`src/rtl/seq_det_pkg.sv`:
```
// Shared types and helpers for the serial pattern detector.
package seq_det_pkg;

    // Detector states; IDLE means no legal pattern is loaded.
    typedef enum logic [1:0] {
        ST_IDLE = 2'b00,
        ST_FILL = 2'b01,
        ST_RUN  = 2'b10
    } state_e;

    // Widest mask the helper can produce; callers truncate to their own width.
    localparam int MASK_W = 64;

    // Mask with the low 'len' bits set, used to ignore history bits above the pattern.
    function automatic logic [MASK_W-1:0] len_mask(input int len);
        logic [MASK_W-1:0] m;
        m = '0;
        for (int i = 0; i < MASK_W; i++) begin
            m[i] = (i < len);
        end
        return m;
    endfunction

endpackage

```
`src/rtl/seq_pattern_detector_if.sv`:
```
// Control/data/status bundle between the bit source, the detector and readout.
interface seq_pattern_detector_if #(
    parameter int MAX_LEN = 8,
    parameter int LEN_W   = $clog2(MAX_LEN + 1),
    parameter int CNT_W   = 8
);
    logic               pat_load;
    logic [MAX_LEN-1:0] pat_in;
    logic [LEN_W-1:0]   pat_len;
    logic               overlap;
    logic               inp_valid;
    logic               inp;
    logic               clr_cnt;
    logic               armed;
    logic               match;
    logic [CNT_W-1:0]   match_cnt;

    // Source / controller side.
    modport master (
        output pat_load, pat_in, pat_len, overlap, inp_valid, inp, clr_cnt,
        input  armed, match, match_cnt
    );

    // Detector side.
    modport slave (
        input  pat_load, pat_in, pat_len, overlap, inp_valid, inp, clr_cnt,
        output armed, match, match_cnt
    );
endinterface

```
`src/rtl/sat_counter.sv`:
```
// Saturating up-counter with synchronous clear taking priority over increment.
module sat_counter #(
    parameter int CNT_W = 8
) (
    input  logic             clk,
    input  logic             rst_n,
    input  logic             inc,
    input  logic             clr,
    output logic [CNT_W-1:0] cnt
);

    // Count up on inc, stick at all-ones, clear wins.
    always_ff @(posedge clk or negedge rst_n) begin
        if (!rst_n) begin
            cnt <= '0;
        end else if (clr) begin
            cnt <= '0;
        end else if (inc && (cnt != '1)) begin
            cnt <= cnt + 1'b1;
        end
    end

endmodule

```
`src/rtl/seq_pattern_detector.sv`:
```
// Runtime-loadable serial pattern recogniser with overlap control, registered
// match pulse and saturating match counter.
module seq_pattern_detector
    import seq_det_pkg::*;
#(
    parameter int MAX_LEN = 8,
    parameter int LEN_W   = $clog2(MAX_LEN + 1),
    parameter int CNT_W   = 8
) (
    input logic                    clk,
    input logic                    rst_n,
    seq_pattern_detector_if.slave  bus
);

    state_e             state_q, state_d;
    logic [MAX_LEN-1:0] hist_q, hist_d;
    logic [MAX_LEN-1:0] pat_q, pat_d;
    logic [LEN_W-1:0]   len_q, len_d;
    logic [LEN_W-1:0]   fill_q, fill_d;
    logic               ovl_q, ovl_d;
    logic               match_q;
    logic               armed_q;

    logic [MAX_LEN-1:0] nxt_hist;
    logic [MAX_LEN-1:0] cmp_mask;
    logic [LEN_W:0]     fill_inc;
    logic               full;
    logic               load_ok;
    logic               accept;
    logic               hit;
    logic               cnt_clr;
    logic [CNT_W-1:0]   cnt;

    // Shift/compare datapath: candidate history and whether it completes the pattern.
    always_comb begin
        nxt_hist = {hist_q[MAX_LEN-2:0], bus.inp};
        fill_inc = {1'b0, fill_q} + 1'b1;
        full     = (fill_inc >= {1'b0, len_q});
        cmp_mask = MAX_LEN'(len_mask(int'(len_q)));
        load_ok  = (bus.pat_len != '0) && (bus.pat_len <= LEN_W'(MAX_LEN));
        // A load on the same edge drops the incoming bit.
        accept   = bus.inp_valid && !bus.pat_load && (state_q != ST_IDLE);
        hit      = accept && full && (((nxt_hist ^ pat_q) & cmp_mask) == '0);
        cnt_clr  = bus.clr_cnt || (bus.pat_load && load_ok);
    end

    // Next-state logic: load, accept-and-shift, non-overlap restart.
    always_comb begin
        state_d = state_q;
        hist_d  = hist_q;
        fill_d  = fill_q;
        pat_d   = pat_q;
        len_d   = len_q;
        ovl_d   = ovl_q;
        if (bus.pat_load) begin
            if (load_ok) begin
                state_d = ST_FILL;
                pat_d   = bus.pat_in;
                len_d   = bus.pat_len;
                ovl_d   = bus.overlap;
                hist_d  = '0;
                fill_d  = '0;
            end else begin
                state_d = ST_IDLE;
            end
        end else if (accept) begin
            if (hit && !ovl_q) begin
                // Non-overlapping: matched bits cannot start the next match.
                state_d = ST_FILL;
                hist_d  = '0;
                fill_d  = '0;
            end else begin
                hist_d  = nxt_hist;
                fill_d  = full ? len_q : fill_inc[LEN_W-1:0];
                state_d = full ? ST_RUN : ST_FILL;
            end
        end
    end

    // State, history and registered outputs.
    always_ff @(posedge clk or negedge rst_n) begin
        if (!rst_n) begin
            state_q <= ST_IDLE;
            hist_q  <= '0;
            fill_q  <= '0;
            pat_q   <= '0;
            len_q   <= '0;
            ovl_q   <= 1'b0;
            match_q <= 1'b0;
            armed_q <= 1'b0;
        end else begin
            state_q <= state_d;
            hist_q  <= hist_d;
            fill_q  <= fill_d;
            pat_q   <= pat_d;
            len_q   <= len_d;
            ovl_q   <= ovl_d;
            match_q <= hit;
            armed_q <= (state_d != ST_IDLE);
        end
    end

    sat_counter #(.CNT_W(CNT_W)) u_cnt (
        .clk   (clk),
        .rst_n (rst_n),
        .inc   (hit),
        .clr   (cnt_clr),
        .cnt   (cnt)
    );

    assign bus.match     = match_q;
    assign bus.armed     = armed_q;
    assign bus.match_cnt = cnt;

endmodule

```
`src/flat_wrapper.sv`:
```
// flat-port wrapper written by rule: the top's interface ports become plain ports
module seq_pattern_detector_flat import seq_det_pkg::*;
#(
    parameter int MAX_LEN = 8,
    parameter int LEN_W   = $clog2(MAX_LEN + 1),
    parameter int CNT_W   = 8
)
  (clk, rst_n, bus_pat_load, bus_pat_in, bus_pat_len, bus_overlap, bus_inp_valid, bus_inp, bus_clr_cnt, bus_armed, bus_match, bus_match_cnt);
  seq_pattern_detector_if #(.MAX_LEN(MAX_LEN), .LEN_W(LEN_W), .CNT_W(CNT_W)) bus_i ();
  input logic clk;
  input logic rst_n;
  input wire logic [$bits(bus_i.pat_load)-1:0] bus_pat_load;
  input wire logic [$bits(bus_i.pat_in)-1:0] bus_pat_in;
  input wire logic [$bits(bus_i.pat_len)-1:0] bus_pat_len;
  input wire logic [$bits(bus_i.overlap)-1:0] bus_overlap;
  input wire logic [$bits(bus_i.inp_valid)-1:0] bus_inp_valid;
  input wire logic [$bits(bus_i.inp)-1:0] bus_inp;
  input wire logic [$bits(bus_i.clr_cnt)-1:0] bus_clr_cnt;
  output wire logic [$bits(bus_i.armed)-1:0] bus_armed;
  output wire logic [$bits(bus_i.match)-1:0] bus_match;
  output wire logic [$bits(bus_i.match_cnt)-1:0] bus_match_cnt;
  assign bus_i.pat_load = bus_pat_load;
  assign bus_i.pat_in = bus_pat_in;
  assign bus_i.pat_len = bus_pat_len;
  assign bus_i.overlap = bus_overlap;
  assign bus_i.inp_valid = bus_inp_valid;
  assign bus_i.inp = bus_inp;
  assign bus_i.clr_cnt = bus_clr_cnt;
  assign bus_armed = bus_i.armed;
  assign bus_match = bus_i.match;
  assign bus_match_cnt = bus_i.match_cnt;
  seq_pattern_detector #(.MAX_LEN(MAX_LEN), .LEN_W(LEN_W), .CNT_W(CNT_W)) u_core (.clk(clk), .rst_n(rst_n), .bus(bus_i));
endmodule
```
`config.mk`:
```
export PLATFORM = sky130hd
export DESIGN_NAME = seq_pattern_detector_flat
export DESIGN_NICKNAME = d
export VERILOG_FILES = /design/src/rtl/seq_det_pkg.sv /design/src/rtl/seq_pattern_detector_if.sv /design/src/rtl/sat_counter.sv /design/src/rtl/seq_pattern_detector.sv /design/src/flat_wrapper.sv
export SDC_FILE = /design/constraint.sdc
export NUM_CORES = 1
export LEC_CHECK = 0
export CAP_MARGIN = 10
export CELL_PAD_IN_SITES_DETAIL_PLACEMENT = 0
export CELL_PAD_IN_SITES_GLOBAL_PLACEMENT = 1
export CORE_MARGIN = 2
export CORE_UTILIZATION = 37
export DETAILED_ROUTE_END_ITERATION = 6
export GPL_TIMING_DRIVEN = 0
export PLACE_DENSITY_LB_ADDON = 0.1
export SYNTH_ARGS = -nofsm -noshare
export SYNTH_HDL_FRONTEND = slang
export SYNTH_SLANG_ARGS = --single-unit
```
`constraint.sdc`:
```
create_clock -name clk -period 3.1 [get_ports clk]
set_clock_uncertainty 0.2 [all_clocks]
set_input_delay 0.62 -clock clk [delete_from_list [all_inputs] [get_ports clk]]
set_output_delay 0.62 -clock clk [all_outputs]
set_load 0.01 [all_outputs]
```
==> impl_metrics.env, run 1 <==
export IMPL_hp_class="in2async"
export IMPL_clock_latency_ns=0.29
export IMPL_maximum_number_of_pins_on_one_net_before_global_route_repair=37
export IMPL_grt_setup_unrepaired="no"
export IMPL_grt_antenna_before_repair=0
export IMPL_via_per_instance_ratio=5.37
export IMPL_nFillCells=469
export IMPL_diodes=0
export IMPL_route_detailed_drc=0
export IMPL_clock_sinks=36
export IMPL_sequential_cell_area_fraction_in_the_yosys_report=0.500
export IMPL_routed_wire_length_per_instance_um=15.2
export IMPL_vias=1385
export IMPL_cts_tree="done"
export IMPL_global_route_met1_utilization=0.221
export IMPL_placement_io_buffers=28
export IMPL_synthesis_yosys_warnings=0
export IMPL_worst_setup_hold_path_clk_slew_ns=0.07
export IMPL_critPathKind="reg2reg"
export IMPL_min_period_over_period=0.943
export IMPL_coreArea_um2=4690
export IMPL_timing_rr_start="u_core.fill_q[0]"
export IMPL_floorplan_initialDensity=0.384
export IMPL_synthArstFlopShare=1.00
export IMPL_detailed_place_area_um2=2140
export IMPL_finish_cell_count_without_fillers=258
export IMPL_worstPathRequired_ns=3.11
export IMPL_num_rows=25
export IMPL_maxSlewViolCount=0
export IMPL_synth_seq_cells=36
export IMPL_tritoncts_num_buffers=5
export IMPL_detailedPlace_worstSlack_ns=-0.412
export IMPL_clock_path_buffers=2
export IMPL_routed_wirelength_um=3930
export IMPL_finalWorstSetupSlack_ns=0.178
export IMPL_crit_arrival_ns=2.93
export IMPL_ant_nets=0
export IMPL_area_growth_synth_to_final_pct=27.8
export IMPL_layout_min_cycle_time_ns=2.92
export IMPL_gpl_final_weighted_congestion=0.821
export IMPL_drt_first_pass_iters=4
export IMPL_layout_cell_area_non_filler_um2=2300
export IMPL_max_slew_margin_rel=0.443
export IMPL_globalRouteOverflowTotal=0
export IMPL_startpoint_type="flop"
export IMPL_drt_iter0_drc=51
export IMPL_tns_ns=0
export IMPL_final_setup_viol_count=0
export IMPL_fin_nets=228
export IMPL_grt_pass1_vias=1409
export IMPL_ys_types=36
export IMPL_vdd_ir_drop_worst_uv=214
export IMPL_hold_viol_final=0
export IMPL_outcome="complete, no violations"
export IMPL_grt_busiest_layer="met2"
export IMPL_netlist_area_um2=1800
export IMPL_synth_cells=166
export IMPL_chipWidth_um=73.8
export IMPL_total_power_mw=1.38
export IMPL_cts_root_buffer="clkbuf_8"
export IMPL_cts_htree_levels=2
export IMPL_timing_max_cap_violations=0
export IMPL_grt_pass1_wl_um=6780
export IMPL_max_freq_mhz=342
export IMPL_grt_util_met2=0.269
export IMPL_r2r_worst_path_cells=10
export IMPL_power_density_nw_per_um2=598
export IMPL_synth_main_ff_cell="dfrtp_1"
export IMPL_synth_area_per_cell_um2=10.8
export IMPL_dp_final_hpwl_um=2890
export IMPL_globalRouteMet3Util=0.0412
export IMPL_number_of_enable_type_register_cells_in_the_synthesized_netlist=0
export IMPL_r2r_setup_slack_ns=0.18
export IMPL_path_max_fanout=10
export IMPL_synth_net_count=191
export IMPL_r2r_end="u_core.u_cnt.cnt[3]"
export IMPL_power_leakage_nw=0.983
export IMPL_design_portCount=29
export IMPL_cp_end_kind="flop"
export IMPL_drive_above_1_share=0.167
export IMPL_die_area_um2=5440
export IMPL_die_h_um=73.8
export IMPL_max_slew_worst_pin_slew_ns=0.836
export IMPL_placedCellCount=248
export IMPL_grt_util_all_layers=0.167
-- layer usage --
layer	share of wire	routed length (um)
met1	0.47	1860
met5	0	0
met2	0.48	1870
met3	0.034	134
met4	0.016	61
-- power by group --
part / switching, mW / total (mW) / internal, mW / leakage (nW)
combinational: 0.169 / 0.334 / 0.164 / 0.453
sequential: 0.0600 / 0.592 / 0.532 / 0.465
clock: 0.165 / 0.449 / 0.284 / 0.0645
total: 0.395 / 1.38 / 0.981 / 0.983
-- cells in the final DEF, fill, tap and decap left out, drive strengths merged, types with 2 or more instances in the layout --
master / netlist / layout
a21oi: 11 / 11
a22o: 8 / 8
nor2: 5 / 5
nand3: 2 / 2
o31ai: 2 / 2
and3: 4 / 4
nand2b: 2 / 2
o211ai: 3 / 3
clkdlybuf4s50: 0 / 27
xor2: 6 / 6
nand2: 14 / 14
mux2: 13 / 13
o21ai: 14 / 14
clkbuf: 3 / 10
dfrtp: 36 / 36
ha: 6 / 6
inv: 7 / 7
or4: 3 / 3
xnor2: 6 / 6
nor3: 2 / 2
buf: 1 / 4
or3: 5 / 5
-- worst max-delay path by stage --
stage / start / depth (start not counted) / slack, ns / end
6_report: u_core.fill_q[0] / 10 / 0.18 / u_core.u_cnt.cnt[3]
2_1_floorplan: u_core.fill_q[0] / 10 / 0.22 / u_core.u_cnt.cnt[3]
3_5_place_dp: bus_pat_load / 8 / -0.41 / u_core.u_cnt.cnt[3]
4_1_cts: u_core.fill_q[0] / 10 / 0.04 / u_core.u_cnt.cnt[3]
5_1_grt: u_core.fill_q[0] / 10 / 0.02 / u_core.u_cnt.cnt[2]
3_3_place_gp: bus_pat_load / 8 / -0.39 / u_core.u_cnt.cnt[3]
-- Yosys cell counts (all sizes together) (3+ instances only) --
cell / instances / area share
dfrtp: 36 / 0.50
nand2: 14 / 0.029
o21ai: 14 / 0.039
mux2: 13 / 0.081
a21oi: 11 / 0.031
a22o: 8 / 0.039
inv: 7 / 0.015
ha: 6 / 0.042
xnor2: 6 / 0.029
xor2: 6 / 0.029
nor2: 5 / 0.010
or3: 5 / 0.018
and3: 4 / 0.014
clkbuf: 3 / 0.0063
o211ai: 3 / 0.013
or4: 3 / 0.015
-- state kept, by name, summed over array words and instances (netlist names), 2 cells and up --
| register | cells |
|---|---|
| u_core.pat_q | 8 |
| u_core.len_q | 4 |
| u_core.u_cnt.cnt | 8 |
| u_core.state_q | 2 |
| u_core.fill_q | 4 |
| u_core.hist_q | 7 |
-- cells by family after synthesis --
group / count (synthesis) / synth area share
fa+ha+maj: 6 / 0.0417
compound gates: 47 / 0.172
mux: 13 / 0.0813
simple gates: 41 / 0.119
xor+xnor: 12 / 0.0584
flops: 36 / 0.500
buf+inv: 11 / 0.0271
-- worst max-delay path, stage by stage, from the launching register on --
cell	delay [ns]
dfrtp_2	0.43
ha_1	0.22
xor2_1	0.18
ha_1	0.28
o211ai_1	0.09
o21ai_2	0.18
o21ai_2	0.10
or4_4	0.52
buf_6	0.16
or3_1	0.33
a21oi_1	0.14
-- area by class of cell --
| class | count | area (um2) | area share |
|---|---|---|---|
| buffer | 4 | 22.5 | 0.00979 |
| clock inverter | 1 | 30.0 | 0.0131 |
| inverter | 7 | 26.3 | 0.0114 |
| timing repair buffer | 30 | 290 | 0.126 |
| sequential | 36 | 902 | 0.392 |
| multi-input combinational | 119 | 866 | 0.376 |
| tap | 54 | 67.6 | 0.0294 |
| clock buffer | 7 | 96.3 | 0.0419 |
-- what timing repair did --
item	CTS	global route
endpoints found under the setup margin	6	6
buffers inserted	0	2
gates resized for setup	3	4
hold buffers	0	0
pin swaps	0	1
-- metrics by stage --
stage | hold WS, ns | util
detailed placement | 0.319 | 0.457
CTS | 0.257 | 0.484
global placement | 0.310 | 0.458
finish | 0.231 | 0.490
floorplan | 0.124 | -
global route | 0.291 | 0.490
Note: power is estimated with default switching activity, not from simulation.
==> run 2: changes to the inputs <==
- CORE_ASPECT_RATIO: not set -> 2
- SLEW_MARGIN: not set -> 40
==> run 2 against run 1 <==
Net effect:
- final area shrank 1.3%
- sequential share of layout area grew 0.44 points
- critical path depth is the same
- combinational power shrank 5%
- count of clock-buffer cells in the layout shrank 1
- non-clock buffer count shrank 2
- fmax shrank 0.42%
- final cell count grew 0.39%
- register-to-register slack is essentially flat
- largest power group unchanged
- routed wire length shrank 6.0%
- critical path type unchanged
- total power shrank 4.7%
- global-route usage shrank 1.3 points
==> impl_metrics.env, run 2 (same netlist as run 1, synthesis figures left out) <==
export IMPL_layout_min_cycle_time_ns=2.93
export IMPL_detailedPlace_worstSlack_ns=-0.474
export IMPL_finalWorstSetupSlack_ns=0.166
export IMPL_drt_iter0_drc=32
export IMPL_clkPwrFrac=0.307
export IMPL_cts_tree="done"
export IMPL_top_regs="u_core.pat_q (8), u_core.u_cnt.cnt (8), u_core.hist_q (7)"
export IMPL_gpl_final_weighted_congestion=0.732
export IMPL_share_seq_of_total_power=0.451
export IMPL_hp_class="in2async"
export IMPL_drive_above_1_share=0.149
export IMPL_path_max_fanout=10
export IMPL_nFillCells=494
export IMPL_utilization=0.476
export IMPL_min_period_over_period=0.947
export IMPL_startpoint_type="flop"
export IMPL_route_detailed_drc=0
export IMPL_cts_htree_levels=2
export IMPL_grt_util_met2=0.248
export IMPL_placement_io_buffers=28
export IMPL_clock_path_buffers=2
export IMPL_maxSlewViolCount=0
export IMPL_grt_util_all_layers=0.154
export IMPL_critPathKind="reg2reg"
export IMPL_clock_sinks=36
export IMPL_total_power_mw=1.31
export IMPL_num_rows=36
export IMPL_tritoncts_num_buffers=5
export IMPL_floorplan_initialDensity=0.377
export IMPL_coreArea_um2=4770
export IMPL_area_growth_synth_to_final_pct=26.2
export IMPL_fin_nets=226
export IMPL_via_per_instance_ratio=5.27
export IMPL_diodes=0
export IMPL_vias=1364
export IMPL_timing_max_cap_violations=0
export IMPL_worst_setup_hold_path_clk_slew_ns=0.07
export IMPL_design_portCount=29
export IMPL_cts_hold_buffers=0
export IMPL_outcome="complete, no violations"
export IMPL_die_h_um=103
export IMPL_grt_pass1_wl_um=6220
export IMPL_grt_antenna_before_repair=0
export IMPL_critical_path_cell_chain="ha_1 -> xor2_1 -> ha_1 -> o211ai_1 -> o21ai_2 -> o21ai_2 -> or4_4 -> buf_6 -> or3_1 -> a21oi_1"
export IMPL_worstPathRequired_ns=3.11
export IMPL_post_cts_setup_buffers=0
export IMPL_routed_wire_length_per_instance_um=14.3
export IMPL_global_route_met1_utilization=0.193
export IMPL_maximum_number_of_pins_on_one_net_before_global_route_repair=37
export IMPL_vdd_ir_drop_worst_uv=357
export IMPL_max_slew_worst_pin_slew_ns=0.583
export IMPL_grt_pass1_vias=1324
export IMPL_ant_nets=0
export IMPL_tns_ns=0
export IMPL_total_internal_power_uw=925
export IMPL_cp_end_kind="flop"
export IMPL_most_common_layout_cells="dfrtp_1 (36), clkdlybuf4s50_1 (27), nand2_1 (14), mux2_2 (13), o21ai_0 (12)"
export IMPL_switching_share=0.295
export IMPL_drt_first_pass_iters=4
export IMPL_grt_busiest_layer="met2"
export IMPL_cts_root_buffer="clkbuf_8"
export IMPL_cpMaxStageDelayCell="or4_4"
export IMPL_power_density_nw_per_um2=577
export IMPL_clock_latency_ns=0.29
export IMPL_crit_arrival_ns=2.95
export IMPL_chipWidth_um=53.3
export IMPL_power_leakage_nw=0.965
export IMPL_comb_power_share=0.242
export IMPL_dp_final_hpwl_um=2740
export IMPL_globalRouteOverflowTotal=0
export IMPL_max_slew_margin_rel=0.611
export IMPL_layout_commonest_cell="dfrtp_1"
export IMPL_die_area_um2=5470
export IMPL_netSwitchingPower_uw=387
export IMPL_hold_viol_final=0
export IMPL_globalRouteMet3Util=0.0377
export IMPL_critPathMaxStageDelay_ns=0.52
export IMPL_routed_wirelength_um=3700
export IMPL_final_setup_viol_count=0
export IMPL_max_freq_mhz=341
export IMPL_grt_setup_unrepaired="no"
-- run 2: power groups by stage --
stage	Sequential, mW	Combinational (mW)	Clock, mW
global placement	0.601	0.306	0
global route	0.602	0.366	0.435
floorplan	0.586	0.218	0
CTS	0.593	0.315	0.410
detailed placement	0.602	0.309	0
finish	0.592	0.317	0.403
-- run 2: routing by layer --
layer / vias up / wire [um]
met2: 28 / 1800
met3: 5 / 175
met4: 0 / 65
met5: - / 0
li1: 676 / -
met1: 655 / 1650
-- run 2: worst max-delay path, delay by kind of cell, from the launching register on --
family	cells	cell delay, ns
AND/OR/NAND/NOR	2	0.86
buffers and inverters	1	0.16
AO/OA/AOI/OAI	4	0.52
flip-flops	1	0.43
XOR/XNOR	1	0.18
adder cells (fa/ha/maj)	2	0.51
-- run 2: through the flow --
step	hold slack, ns	cell area, um2	instances
2_1_floorplan	0.124	1800	166
3_3_place_gp	0.311	2150	251
3_5_place_dp	0.312	2150	251
4_1_cts	0.0963	2260	259
5_1_grt	0.118	2270	259
6_report	0.0731	2270	259
-- run 2: area by class of cell --
type / instances / area [um2] / share of cell area
inverter: 7 / 26.3 / 0.0116
clock buffer: 6 / 72.6 / 0.0319
sequential: 36 / 901 / 0.396
multi-input combinational: 119 / 866 / 0.381
buffer: 4 / 22.5 / 0.00991
tap: 57 / 71.3 / 0.0314
clock inverter: 2 / 35.0 / 0.0154
timing repair buffer: 28 / 278 / 0.122
-- run 2: what timing repair did --
item                       4_1_cts  5_1_grt
gates resized for setup          3        3
setup endpoints to repair        6        5
pin swaps                        0        1
hold endpoints to repair         0        0
-- run 2: final timing paths --
kind	end	slack, ns	cells after the start	from
worst min register to register	u_core.pat_q[0]	0.33	1	u_core.pat_q[0]
min in group clk	u_core.pat_q[0]	0.33	1	u_core.pat_q[0]
max in group asynchronous	u_core.fill_q[3]	2.30	1	rst_n
worst min-delay path	u_core.u_cnt.cnt[3]	0.07	1	rst_n
worst max-delay path	u_core.u_cnt.cnt[3]	0.17	10	u_core.fill_q[0]
worst max register to register	u_core.u_cnt.cnt[3]	0.17	10	u_core.fill_q[0]
